**src/rtl/mem_arbiter.sv**
```systemverilog
// Two-master (IFU/LSU) to one-slave memory arbiter, one outstanding transaction.
// Define MEM_ARB_RR_EN for round-robin tie breaking; otherwise LSU has fixed priority.
module mem_arbiter #(
  parameter int ADDR_WIDTH = 32,
  parameter int DATA_WIDTH = 32
) (
  input  logic                    clk,
  input  logic                    rst,
  input  logic                    ifu_req_valid,
  output logic                    ifu_req_ready,
  input  logic [ADDR_WIDTH-1:0]   ifu_addr,
  output logic                    ifu_resp_valid,
  output logic [DATA_WIDTH-1:0]   ifu_rdata,
  input  logic                    lsu_req_valid,
  output logic                    lsu_req_ready,
  input  logic [ADDR_WIDTH-1:0]   lsu_addr,
  input  logic                    lsu_wen,
  input  logic [DATA_WIDTH-1:0]   lsu_wdata,
  input  logic [DATA_WIDTH/8-1:0] lsu_wstrb,
  output logic                    lsu_resp_valid,
  output logic [DATA_WIDTH-1:0]   lsu_rdata,
  output logic                    mem_valid,
  input  logic                    mem_ready,
  output logic [ADDR_WIDTH-1:0]   mem_addr,
  output logic                    mem_wen,
  output logic [DATA_WIDTH-1:0]   mem_wdata,
  output logic [DATA_WIDTH/8-1:0] mem_wstrb,
  input  logic                    mem_rvalid,
  input  logic [DATA_WIDTH-1:0]   mem_rdata,
  output logic [1:0]              dbg_state
);

  localparam int STRB_W = DATA_WIDTH / 8;
  localparam logic OWN_IFU = 1'b0;
  localparam logic OWN_LSU = 1'b1;

  typedef enum logic [1:0] {
    ST_IDLE = 2'd0,
    ST_REQ  = 2'd1,
    ST_WAIT = 2'd2
  } state_e;

  state_e              state_q, state_d;
  logic                owner_q, owner_d;
  logic [ADDR_WIDTH-1:0] addr_q, addr_d;
  logic                wen_q, wen_d;
  logic [DATA_WIDTH-1:0] wdata_q, wdata_d;
  logic [STRB_W-1:0]   wstrb_q, wstrb_d;
  logic                grant_lsu;
  logic                accept;

  // Handshakes: a transfer happens on a rising edge where valid and ready are both 1;
  // requesters hold valid and fields until then, and ready never depends on a later cycle.
`ifdef MEM_ARB_RR_EN
  logic last_owner_q, last_owner_d;

  always_comb begin
    grant_lsu = lsu_req_valid;
    if (ifu_req_valid && lsu_req_valid) grant_lsu = (last_owner_q == OWN_IFU);
    last_owner_d = last_owner_q;
    if (accept) last_owner_d = grant_lsu ? OWN_LSU : OWN_IFU;
  end

  // Reset to LSU so the first tie goes to the IFU.
  always_ff @(posedge clk) begin
    if (!rst) last_owner_q <= OWN_LSU;
    else      last_owner_q <= last_owner_d;
  end
`else
  always_comb grant_lsu = lsu_req_valid;
`endif

  always_comb accept = (state_q == ST_IDLE) && (ifu_req_valid || lsu_req_valid);

  always_ff @(posedge clk) begin
    if (!rst) begin
      state_q <= ST_IDLE;
      owner_q <= OWN_IFU;
      addr_q  <= '0;
      wen_q   <= 1'b0;
      wdata_q <= '0;
      wstrb_q <= '0;
    end else begin
      state_q <= state_d;
      owner_q <= owner_d;
      addr_q  <= addr_d;
      wen_q   <= wen_d;
      wdata_q <= wdata_d;
      wstrb_q <= wstrb_d;
    end
  end

  always_comb begin
    state_d = state_q;
    owner_d = owner_q;
    addr_d  = addr_q;
    wen_d   = wen_q;
    wdata_d = wdata_q;
    wstrb_d = wstrb_q;
    case (state_q)
      ST_IDLE: begin
        if (accept) begin
          state_d = ST_REQ;
          owner_d = grant_lsu ? OWN_LSU : OWN_IFU;
          if (grant_lsu) begin
            addr_d  = lsu_addr;
            wen_d   = lsu_wen;
            wdata_d = lsu_wdata;
            wstrb_d = lsu_wstrb;
          end else begin
            addr_d  = ifu_addr;
            wen_d   = 1'b0;
            wdata_d = '0;
            wstrb_d = '0;
          end
        end
      end
      ST_REQ:  if (mem_ready) state_d = ST_WAIT;
      ST_WAIT: if (mem_rvalid) state_d = ST_IDLE;
      default: state_d = ST_IDLE;
    endcase
  end

  always_comb begin
    ifu_req_ready  = 1'b0;
    lsu_req_ready  = 1'b0;
    mem_valid      = 1'b0;
    ifu_resp_valid = 1'b0;
    lsu_resp_valid = 1'b0;
    case (state_q)
      ST_IDLE: begin
        ifu_req_ready = ifu_req_valid && !grant_lsu;
        lsu_req_ready = grant_lsu;
      end
      ST_REQ:  mem_valid = 1'b1;
      ST_WAIT: begin
        ifu_resp_valid = mem_rvalid && (owner_q == OWN_IFU);
        lsu_resp_valid = mem_rvalid && (owner_q == OWN_LSU);
      end
      default: ;
    endcase
  end

  assign mem_addr  = addr_q;
  assign mem_wen   = wen_q;
  assign mem_wdata = wdata_q;
  assign mem_wstrb = wstrb_q;
  assign ifu_rdata = mem_rdata;
  assign lsu_rdata = mem_rdata;
  assign dbg_state = state_q;

endmodule

```
**config.mk**
```make
export PLATFORM = sky130hd
export DESIGN_NAME = mem_arbiter
export DESIGN_NICKNAME = d
export VERILOG_FILES = /design/src/rtl/mem_arbiter.sv
export SDC_FILE = /design/constraint.sdc
export NUM_CORES = 1
export LEC_CHECK = 0
export BUFFER_PORTS_ARGS = -buffer_cell sky130_fd_sc_hd__buf_4
export CORE_MARGIN = 8
export CORE_UTILIZATION = 32
export CTS_CLUSTER_DIAMETER = 30
export CTS_CLUSTER_SIZE = 30
export DETAILED_ROUTE_END_ITERATION = 10
export HOLD_SLACK_MARGIN = 0.1
export PLACE_DENSITY = 0.78
export SKIP_CTS_REPAIR_TIMING = 1
export SLEW_MARGIN = 5
export SYNTH_ARGS = -nofsm -noshare
export SYNTH_HDL_FRONTEND = slang
export SYNTH_SLANG_ARGS = --single-unit
```
**constraint.sdc**
```tcl
create_clock -name clk -period 1.6 [get_ports clk]
set_clock_uncertainty 0.2 [all_clocks]
set_input_delay 0.24 -clock clk [delete_from_list [all_inputs] [get_ports clk]]
set_output_delay 0.24 -clock clk [all_outputs]
set_load 0.02 [all_outputs]
```
# After elaboration in Yosys (flattened, before gate mapping)
# Cells that the tools add are included.
# totals
register_bits,72
output_inout_bits,140
in_bits,139
elab_cells,35
# classes
muxes,14
bitwise_logic,1
reduce_logical,9
n_eq_ne,5
# op_table
op,n
$mux W32,2
$mux W1,7
$mux W2,3
$ne A2 B2 Y1 const B,3
$pmux W2 S3,1
$logic_and A1 B1 Y1,4
$mux W4,1
$reduce_and A3 Y1,1
$eq A2 B1 Y1 const B,1
$eq A2 B2 Y1 const B,1
$logic_not A2 Y1,1
$reduce_and A2 Y1,1
$logic_not A1 Y1,1
$logic_or A1 B1 Y1,1
$not A1 Y1,1

# Depth between registers and ports, before layout
# logic_depth
depth_word,4
ltp_mapped,6
ltp_nobuf,3

# Least setup slack after synthesis
# OpenSTA, ideal clock, no wires.
# synth_timing
path_type,reg-to-output
from,reg state_q[1] (netlist: dbg_state[1])
to,out ifu_req_ready
t_arrival_ps,1534
t_required_ps,1160
setup_slack_ps,-374
path_stages_with_launch,5
path_buffers,2
path_cell_list,dfxtp_1 -> or2_1 -> buf_6 -> buf_2 -> nor3b_1
# synth_via
elab_chain_len,2
# synth_lines
element,line_no,rtl
from (decl),43,"state_e state_q, state_d;"
from (signal assigned),84,state_q <= state_d;
$logic_not A2 Y1,130,case (state_q)
$mux W1,130,
to (decl),10,"output logic ifu_req_ready,"
# Every way passes these cells.

# Worst setup path in the final report
# Same ends and word-level chain as after synthesis.

==> impl_results.md <==
* Status: complete, but fails checks
* Failing checks: setup timing
* Netlist cell types at 24
* Net Count, Synth at about 540
* Actual slew at the worst max-slew pin at 0.335 ns
* Clk root buf: clkbuf_16
* Post-synth EDFFs at 0
* Top-level port count at between 200 and 300
* Synth Flop Type: dfxtp_1
* Critical-path top delay cell: dfxtp_4
* Clk buf depth at 2
* Synth area leader: dfxtp_1
* Via Count at between 3000 and 4000
* Die width at 123 microns
* Hold Worst Slack at 0.0844 ns
* Vert. Die Dim at 123 microns
* Leak at between 2 and 3 nW
* Largest family of logic cells by synthesized area: compound AO/OA/AOI/OAI gates
* GRT Util Overall at 0.147
* Final Setup Violations at 3
* Synthesized-area fraction occupied by adder cells at 0
* Count leader, synth: dfxtp_1
* Hold Fails Final Rpt at 0
* Critical R2R Launch: dbg_state[1]
* Area fraction of the dominant cell type after synthesis at 0.393
* Arr. time, crit path at approximately 1.3 ns
* FP Rows at 39
* Post-synthesis sequential area ratio at 0.393
* Mean post-synth cell area at approximately 9.3 sq um
* Worst hold endpoint: mem_addr[0]
* Antenna violations before repair at 0
* Total power at roughly 0.0055 W
* Post-synthesis mux area share at 0.0874
* GP Congestion at approximately 0.75
* CP cell instances: or2_4 -> nor3b_4 -> buf_6
* Peak supply drop at 0.411 mV
* Clk slew on worst S/H paths at about 0.060 ns
* Reg2reg setup slack at around 0.030 ns
* Total core area at ~0.011 sq mm
* # Max-Cap Violations at 0
* Sink Count at 72
* Clock Latency Late Sink at roughly 0.32 ns
* CP peak stage delay at between 0.3 and 0.4 ns
* DRC at 0
* Syn Inst Count at a little under 400
* R2R depth at 5
* Type of the worst setup path: reg -> out
* Post-DR vias/cell at 4.87
* Area Overhead vs Synth at 54.1%
* Power Dens Cells at 981 mW/mm^2
* Post-Route WL at 12.4 mm
* Hold Path Class: in -> reg
* Design area at 0.00565 sq mm
* Dpl hpwl at about 8.7 mm
* Fin crit period at around 1.7 ns
* DR iter-0 viols at 125
* Die footprint at 0.0151 sq mm
* Worst EP required at ~1.2 ns
* Worst r2r dst: mem_wstrb[2]
* Initial Util at 0.325
* CTS Buf Count at 9
* Slew headroom at 0.777
* # nets final at roughly 700
* Buffers added on ports at 182
* Worst Setup End Kind: output pin
* H-tree depth at 3
* First-pass GRT wire length at roughly 18 mm
* CTS tree: built
* Post-Synth XOR/XNOR Area at 0
* 1st-pass router iterations at 4
* Layout cells sized above 1 at 0.412
* Worst setup margin at -0.148 ns
* Post-synthesis simple-gate area fraction at 0.111
* DR WL/cell at 17.5 microns
* Final TNS setup at -0.221 ns
* Unrepaired setup endpoints after global routing: true
* ANT nets after route at 0
* Fmax at about 570 MHz
* Tcrit/Tclk final at 1.09
* Post-Syn Area at ~0.0037 sq mm
* Vias in the first global route at roughly 3600
* Overflow after GRT at 0
* Worst setup SP type: flip-flop
* Pin count of the biggest net entering global routing at 38
* FFs w/ async S/R, synth at 0
* Total number of yosys warnings at 0
* Placed Area at between 0.004 and 0.005 sq mm
* Worst hold path stage count at 4
* Max-slew violation count at 0
* Compound-gate portion of the synthesized area at 0.222
* Yosys reg bits at a little over 70
* Max FO, Critical Path at 5
* Post-synth top cells: dfxtp_1 (72), buf_4 (70), nand2_1 (38), a21boi_1 (37)
* Area contributors post-synth: dfxtp_1 (39%), buf_4 (14%), mux2i_1 (8.7%)
* Hold Startpoint: ifu_addr[0]
sequential cells by signal (all words and copies together), names as in the netlist:
signal and count:
owner_q 1, mem_wstrb 4, mem_wdata 32, dbg_state 2, mem_wen 1, mem_addr 32
metal layers:
layer,wire (microns),track usage
met2,6260,0.255
met5,0,0
met3,1210,0.0671
met4,374,0.0647
met1,4600,0.151
critical path, delay by kind of cell (launching register included):
| family | cells | cell delay (ns) |
|---|---|---|
| simple gates | 2 | 0.47 |
| flops | 1 | 0.36 |
| buf+inv | 1 | 0.15 |
through the flow:
step            util  setup WS (ns)  instances
3_5_place_dp   0.420         0.0127        636
3_3_place_gp   0.420         0.0566        636
5_1_grt        0.501         -0.201        708
2_1_floorplan      -       -0.00131        396
4_1_cts        0.446         -0.211        652
6_report       0.501         -0.148        709
kinds of logic after synthesis:
group	Yosys count
mux	32
flops	72
compound gates	110
simple gates	83
buf+inv	99
final cells by class:
cell class | count | area [sq um]
fill | 983 | 5630
clock buffer | 13 | 260
antenna | 1 | 2.50
sequential | 72 | 1450
multi-input combinational | 226 | 1610
tap | 143 | 179
inverter | 1 | 3.75
clock inverter | 3 | 40.0
timing repair buffer | 250 | 2100
cell usage in the layout (no fill, tap or decap), types with 2 or more instances in the layout:
master	instances
clkbuf_1	2
nand2_1	38
dfxtp_1	70
buf_4	191
nor3b_4	2
dfxtp_4	2
o21ai_1	31
nor2b_4	2
o21ai_0	2
nand3_1	32
o211a_1	32
clkbuf_8	2
mux2i_1	32
buf_6	4
dlygate4sd3_1	47
nor2b_1	2
buf_12	7
clkinv_2	2
nor2_4	2
clkbuf_16	9
o21a_1	2
a21boi_1	37
o21ai_2	4
power by group:
part	internal, W	switching (W)
clock network	0.00129	0.000712
logic	0.000755	0.000726
registers	0.00196	0.0000992
total	0.00400	0.00154
worst max-delay path by stage:
stage,endpoint,start,slack (ns),cells after the start
after floorplan,ifu_req_ready,dbg_state[0],-0.001,4
after CTS,ifu_req_ready,dbg_state[0],-0.21,3
after global placement,mem_wstrb[3],lsu_req_valid,0.06,5
after global routing,ifu_req_ready,dbg_state[1],-0.20,3
after detailed placement,mem_wdata[31],lsu_req_valid,0.01,5
final,ifu_req_ready,dbg_state[1],-0.15,3
No activity file was read; power rests on OpenSTA's default activity.
